[src/rtl/uart_pkg.sv]
// uart_pkg: shared UART constants, receiver state codes and baud divisor helper
package uart_pkg;
   localparam int DATA_BITS = 8;
   localparam int OVERSAMPLE = 16;
   localparam logic [3:0] MID_START = 4'd7;
   localparam logic [3:0] MID_BIT = 4'd15;
   localparam logic [2:0] IDLE = 3'd0;
   localparam logic [2:0] START = 3'd1;
   localparam logic [2:0] DATA = 3'd2;
   localparam logic [2:0] STOP = 3'd3;
   localparam logic [2:0] BREAK = 3'd4;
   // clocks per sample tick, rounded to nearest
   function automatic int calc_div(input int clk_freq, input int baud, input int ovs);
      return (clk_freq + (baud * ovs) / 2) / (baud * ovs);
   endfunction
endpackage

[src/rtl/uart_baud_tick.sv]
// uart_baud_tick: free-running oversample tick, one clk high every DIV clocks
module uart_baud_tick
   import uart_pkg::*;
#(
   parameter int CLK_FREQ = 100_000_000,
   parameter int BAUD = 9600,
   parameter int OVERSAMPLE = 16
) (
   input logic clk,
   input logic rst,
   output logic tick
);
   localparam int DIV = calc_div(CLK_FREQ, BAUD, OVERSAMPLE);
   localparam int W = $clog2(DIV > 1 ? DIV : 2);
   localparam logic [W-1:0] LAST = W'(DIV - 1);
   logic [W-1:0] cnt;
   assign tick = cnt == LAST;
   always_ff @(posedge clk) begin
      if (rst) cnt <= '0;
      else cnt <= tick ? '0 : cnt + 1'b1;
   end
   ovs_fixed: assert property (@(posedge clk) OVERSAMPLE == uart_pkg::OVERSAMPLE);
endmodule

[src/rtl/uart_byte_receiver.sv]
// uart_byte_receiver: 8N1 UART receiver with valid/ack handshake and two-byte display history
module uart_byte_receiver
   import uart_pkg::*;
#(
   parameter int CLK_FREQ = 100_000_000,
   parameter int BAUD = 9600,
   parameter int OVERSAMPLE = 16
) (
   input logic clk,
   input logic rst,
   input logic rx,
   input logic rx_ack,
   output logic [7:0] rx_data,
   output logic rx_valid,
   output logic frame_err,
   output logic overrun,
   output logic [7:0] last_byte,
   output logic [7:0] prev_byte
);
   localparam logic [2:0] LAST_BIT = 3'(DATA_BITS - 1);
   logic tick, rx_m, rx_s;
   logic [2:0] state;
   logic [3:0] cnt;
   logic [2:0] idx;
   logic [DATA_BITS-1:0] shreg;
   uart_baud_tick #(.CLK_FREQ(CLK_FREQ), .BAUD(BAUD), .OVERSAMPLE(OVERSAMPLE)) u_tick (
      .clk(clk), .rst(rst), .tick(tick)
   );
   always_ff @(posedge clk) begin
      if (rst) begin
         rx_m <= 1'b1;
         rx_s <= 1'b1;
         state <= IDLE;
         cnt <= '0;
         idx <= '0;
         shreg <= '0;
         rx_data <= '0;
         rx_valid <= 1'b0;
         frame_err <= 1'b0;
         overrun <= 1'b0;
         last_byte <= '0;
         prev_byte <= '0;
      end else begin
         rx_m <= rx;
         rx_s <= rx_m;
         frame_err <= 1'b0;
         if (rx_ack && rx_valid) rx_valid <= 1'b0;
         if (tick) begin
            case (state)
               IDLE: if (!rx_s) begin
                  state <= START;
                  cnt <= '0;
               end
               START: if (cnt == MID_START) begin
                  cnt <= '0;
                  idx <= '0;
                  state <= rx_s ? IDLE : DATA;
               end else cnt <= cnt + 4'd1;
               DATA: if (cnt == MID_BIT) begin
                  shreg[idx] <= rx_s;
                  cnt <= '0;
                  idx <= idx + 3'd1;
                  if (idx == LAST_BIT) state <= STOP;
               end else cnt <= cnt + 4'd1;
               STOP: if (cnt == MID_BIT) begin
                  cnt <= '0;
                  if (rx_s) begin
                     // a late ack in this same clk still counts, so only a truly unacked byte is lost
                     if (rx_valid && !rx_ack) overrun <= 1'b1;
                     rx_data <= shreg;
                     rx_valid <= 1'b1;
                     prev_byte <= last_byte;
                     last_byte <= shreg;
                     state <= IDLE;
                  end else begin
                     frame_err <= 1'b1;
                     state <= BREAK;
                  end
               end else cnt <= cnt + 4'd1;
               BREAK: if (rx_s) state <= IDLE;
               default: state <= IDLE;
            endcase
         end
      end
   end
endmodule

[config.mk]
export PLATFORM = sky130hd
export DESIGN_NAME = uart_byte_receiver
export DESIGN_NICKNAME = d
export VERILOG_FILES = /design/src/rtl/uart_pkg.sv /design/src/rtl/uart_baud_tick.sv /design/src/rtl/uart_byte_receiver.sv
export SDC_FILE = /design/constraint.sdc
export NUM_CORES = 1
export LEC_CHECK = 0
export CAP_MARGIN = 40
export CORE_MARGIN = 2
export CORE_UTILIZATION = 45
export DETAILED_ROUTE_END_ITERATION = 10
export PLACE_DENSITY = 0.7
export SLEW_MARGIN = 20
export SYNTH_ARGS = -nofsm -noshare
export SYNTH_HDL_FRONTEND = slang
export SYNTH_SLANG_ARGS = --single-unit
[constraint.sdc]
create_clock -name clk -period 1.68 [get_ports clk]
set_clock_uncertainty 0.15 [all_clocks]
set_input_delay 0.336 -clock clk [delete_from_list [all_inputs] [get_ports clk]]
set_output_delay 0.336 -clock clk [all_outputs]
set_load 0.01 [all_outputs]
==> flow_summary.json <==
{
  "drc": 0,
  "postLayoutCoreUtil_pct": 63.0,
  "unrepaired_setup_endpoints_after_global_routing": "yes",
  "antenna_violations_before_repair": 0,
  "tritoncts.num_buffers": 5,
  "most-common-layout-cells": "45 x dfxtp_1, 32 x buf_4, 20 x dlygate4sd2_1",
  "ff2ff_path_depth": 6,
  "drt.antenna.violating_nets": 0,
  "power_switching_share_pct": 24.5,
  "clock_power_share_pct": 37.3,
  "worst_path_max_delay_cell": "dfxtp_2",
  "cells_on_worst_hold_path": 1,
  "largest_net_degree_at_the_start_of_global_routing": 22,
  "violated_checks": "negative setup slack",
  "smallest_setup_slack_after_layout_ps": -8.29,
  "post_synth_and_or_nand_nor_area_fraction_pct": 27.4,
  "final_min_period_over_clock_period_pct": 100,
  "clk_pin_slew_worst_paths_ps": 110,
  "timing.critical_path.fanout_max": 8,
  "number_of_global_route_vias_before_repair": 1894,
  "setup_viol_count_final": 1,
  "start_util_pct": 46.1,
  "timing.reg2reg.setup_slack_ps": -8,
  "muxShareOfSynthArea_pct": 3.42,
  "core-area_mm2": 0.00507,
  "first_iter_violations": 224,
  "port_buffers": 30,
  "post_syn_area_per_cell_um2": 8.63,
  "grt_pass1_wl_um": 8860,
  "rows": 26,
  "post_drt_wl_per_cell_um": 14.4,
  "clk_root_buffer_cell": "clkbuf_8",
  "largest_family_of_logic_cells_by_synthesized_area": "simple AND/OR/NAND/NOR gates",
  "slew_headroom_pct": 79.3,
  "vias_per_cell": 5.44,
  "instance_count_after_placement_with_tap_cells_included": 379,
  "final.min_clock_period_ps": 1690,
  "ys_types": 42,
  "maximum_achievable_frequency_ghz": 0.592,
  "drv.max_cap_violation_count": 0,
  "final_cell_area_mm2": 0.00320,
  "worst_slew_pin_slew_ps": 311,
  "multi_input_area_mm2": 0.00132,
  "outcome": "complete, but fails checks",
  "htreeDepth": 2,
  "worstPathArrival_ps": 1790,
  "timing.rr.end": "last_byte[1]",
  "floorplan.die_area_mm2": 0.00579,
  "die-width_um": 76.1,
  "seq_cells_post_synth": 49,
  "power.ir.vdd_worst_mv": 0.379,
  "mappedNetlistArea_mm2": 0.00234,
  "critical_path.n_buffers_inverters": 2,
  "post_route_cells_drive_above_1_share_pct": 26.5,
  "clock_sinks": 49,
  "worstPathRequired_ps": 1790,
  "synth_compound_gate_area_share_pct": 14.2,
  "total_leakage_power_nw": 1.40,
  "area_delta_synth_final_pct": 36.6,
  "critPathKind": "reg -> reg",
  "ctsLongestPathBuffers": 2,
  "number_of_optimization_iterations_in_the_first_detailed_route_pass": 4,
  "synthesis.nets": 280,
  "cpLargestDelayFamily": "simple AND/OR/NAND/NOR gates",
  "holdCritPathClass": "reg -> reg",
  "synth-seq-area-share_pct": 41.9,
  "slowest_delay_ps": 350,
  "synth-warning-count": 0,
  "placement.cell_area_mm2": 0.00287,
  "instances_no_fill": 391,
  "wirelength_um": 5650,
  "timing.final.max_slew_violations": 0,
  "yosysTopAreaCellShare_pct": 41.9,
  "die_h_um": 76.1,
  "final_common_cell": "dfxtp_1",
  "crit_path_start_kind": "flop",
  "synth_fa_ha_area_share_pct": 2.67,
  "syn_inst": 271,
  "synth_top_area_cell": "dfxtp_1",
  "grt-ovfl-total": 0,
  "clkLatencyLatePin_ps": 310,
  "worst_r2r_startpoint": "u_tick.cnt[8]",
  "gpl.final_weighted_congestion": 0.800,
  "detailedPlacementHpwl_um": 3350,
  "final.fill_count": 436,
  "power_report.internal_total_w": 0.00150,
  "report.final.hold_viol_count": 0,
  "tritoncts_clock_tree": "yes",
  "post_synth_main_area_contributors": "dfxtp_1 42%, a21oi_1 5.1%, nand3_1 5.1%, o21ai_0 4.7%, nand2b_1 3.7%",
  "seqCellArea_um2": 988,
  "hold_path_origin": "rx_m",
  "p_per_area_mw_per_mm2": 623,
  "synthesized_area_fraction_occupied_by_xor_and_xnor_cells_pct": 3.37,
  "combinationalPowerShare_pct": 3.9,
  "seq_power_share_pct": 58.9,
  "switching_power_w": 0.000487,
  "cts-hold-fix-buffers": 0,
  "io_pins": 31,
  "globalRouteTotalUtil_pct": 18.8,
  "critical_path.cell_chain": "nor4_4, and4_4, buf_12, buf_16, nand3_1, a21oi_1",
  "vias": 2126,
  "antenna-diode-count": 0,
  "layout.nets": 329,
  "hold_path_end": "rx_s",
  "critical_path.endpoint_type": "flop"
}
## area by class of cell
class | instances | area share [%]
Clock buffer | 5 | 2.15
Sequential cell | 49 | 30.9
Clock inverter | 3 | 0.783
Timing Repair Buffer | 71 | 22.0
Multi-Input combinational cell | 191 | 41.2
Tap cell | 70 | 2.74
Inverter | 2 | 0.235
## kinds of logic after synthesis
| kind of cell | count (synthesis) |
|---|---|
| compound gates | 59 |
| xor+xnor | 9 |
| flops | 49 |
| mux | 8 |
| buf+inv | 31 |
| simple gates | 110 |
| fa+ha+maj | 5 |
## registers in the layout, summed over array words and instances (netlist names), 3 cells and up
register and flops:
cnt 4, idx 3, last_byte 8, prev_byte 8, shreg 8, state 3, u_tick.cnt 10
## per-layer routing
layer,vias to the layer above,GRT usage [%],routed length (µm)
li1,1060,-,-
met1,999,24.0,2500
met2,58,31.3,2820
met3,9,4.27,257
met4,0,6.73,65
met5,-,0,0
## power groups by stage
stage | Combinational (W) | Sequential (W) | Clock, W
global route | 0.0000842 | 0.00117 | 0.000808
global placement | 0.0000713 | 0.00120 | 0
finish | 0.0000774 | 0.00117 | 0.000742
CTS | 0.0000735 | 0.00117 | 0.000755
floorplan | 0.0000389 | 0.00120 | 0
detailed placement | 0.0000725 | 0.00120 | 0
## Yosys cell counts (all sizes together)
cell,count
o31ai,5
xor2,5
nand3b,2
nor4,2
a31oi,1
a2111oi,1
and3,3
nor2,19
dfxtp,49
o21ai,22
buf,17
nor2b,6
inv,2
ha,5
o2111ai,1
nand4b,3
o22ai,1
and2,2
nand4,11
clkbuf,12
nand2,8
nand3,24
or3b,1
or2,2
a21oi,24
xnor2,4
and3b,2
or4,2
mux2i,8
nor3,2
a211oi,2
o21ba,1
a211o,1
nand2b,14
and4,3
nor3b,4
## worst max-delay path by stage
| stage | end | cells past startpoint | slack [ps] | from |
|---|---|---|---|---|
| 3_3_place_gp | cnt[3] | 6 | -50 | cnt[0] |
| 6_report | last_byte[1] | 6 | -8 | u_tick.cnt[8] |
| 4_1_cts | prev_byte[3] | 1 | 2 | prev_byte[3] |
| 3_5_place_dp | last_byte[7] | 6 | -70 | state[1] |
| 2_1_floorplan | idx[1] | 5 | -70 | u_tick.cnt[8] |
| 5_1_grt | last_byte[1] | 6 | -110 | u_tick.cnt[8] |
## what timing repair did
item,in CTS,in global routing
pin swaps,6,7
cloned,1,2
endpoints found under the hold margin,0,0
setup buffers,0,1
gates resized for setup,34,34
endpoints found under the setup margin,50,52
## metrics by stage
step	total power [W]	worst slack, ps	hold WS, ps	setup TNS, ps
3_3_place_gp	0.00127	-48.3	244	-103
3_5_place_dp	0.00127	-67.7	247	-995
2_1_floorplan	0.00124	-70.9	239	-70.9
6_report	0.00199	-8.29	269	-8.29
4_1_cts	0.00200	1.74	270	0
5_1_grt	0.00207	-106	284	-2230
Power figures use the tool's default switching activity.
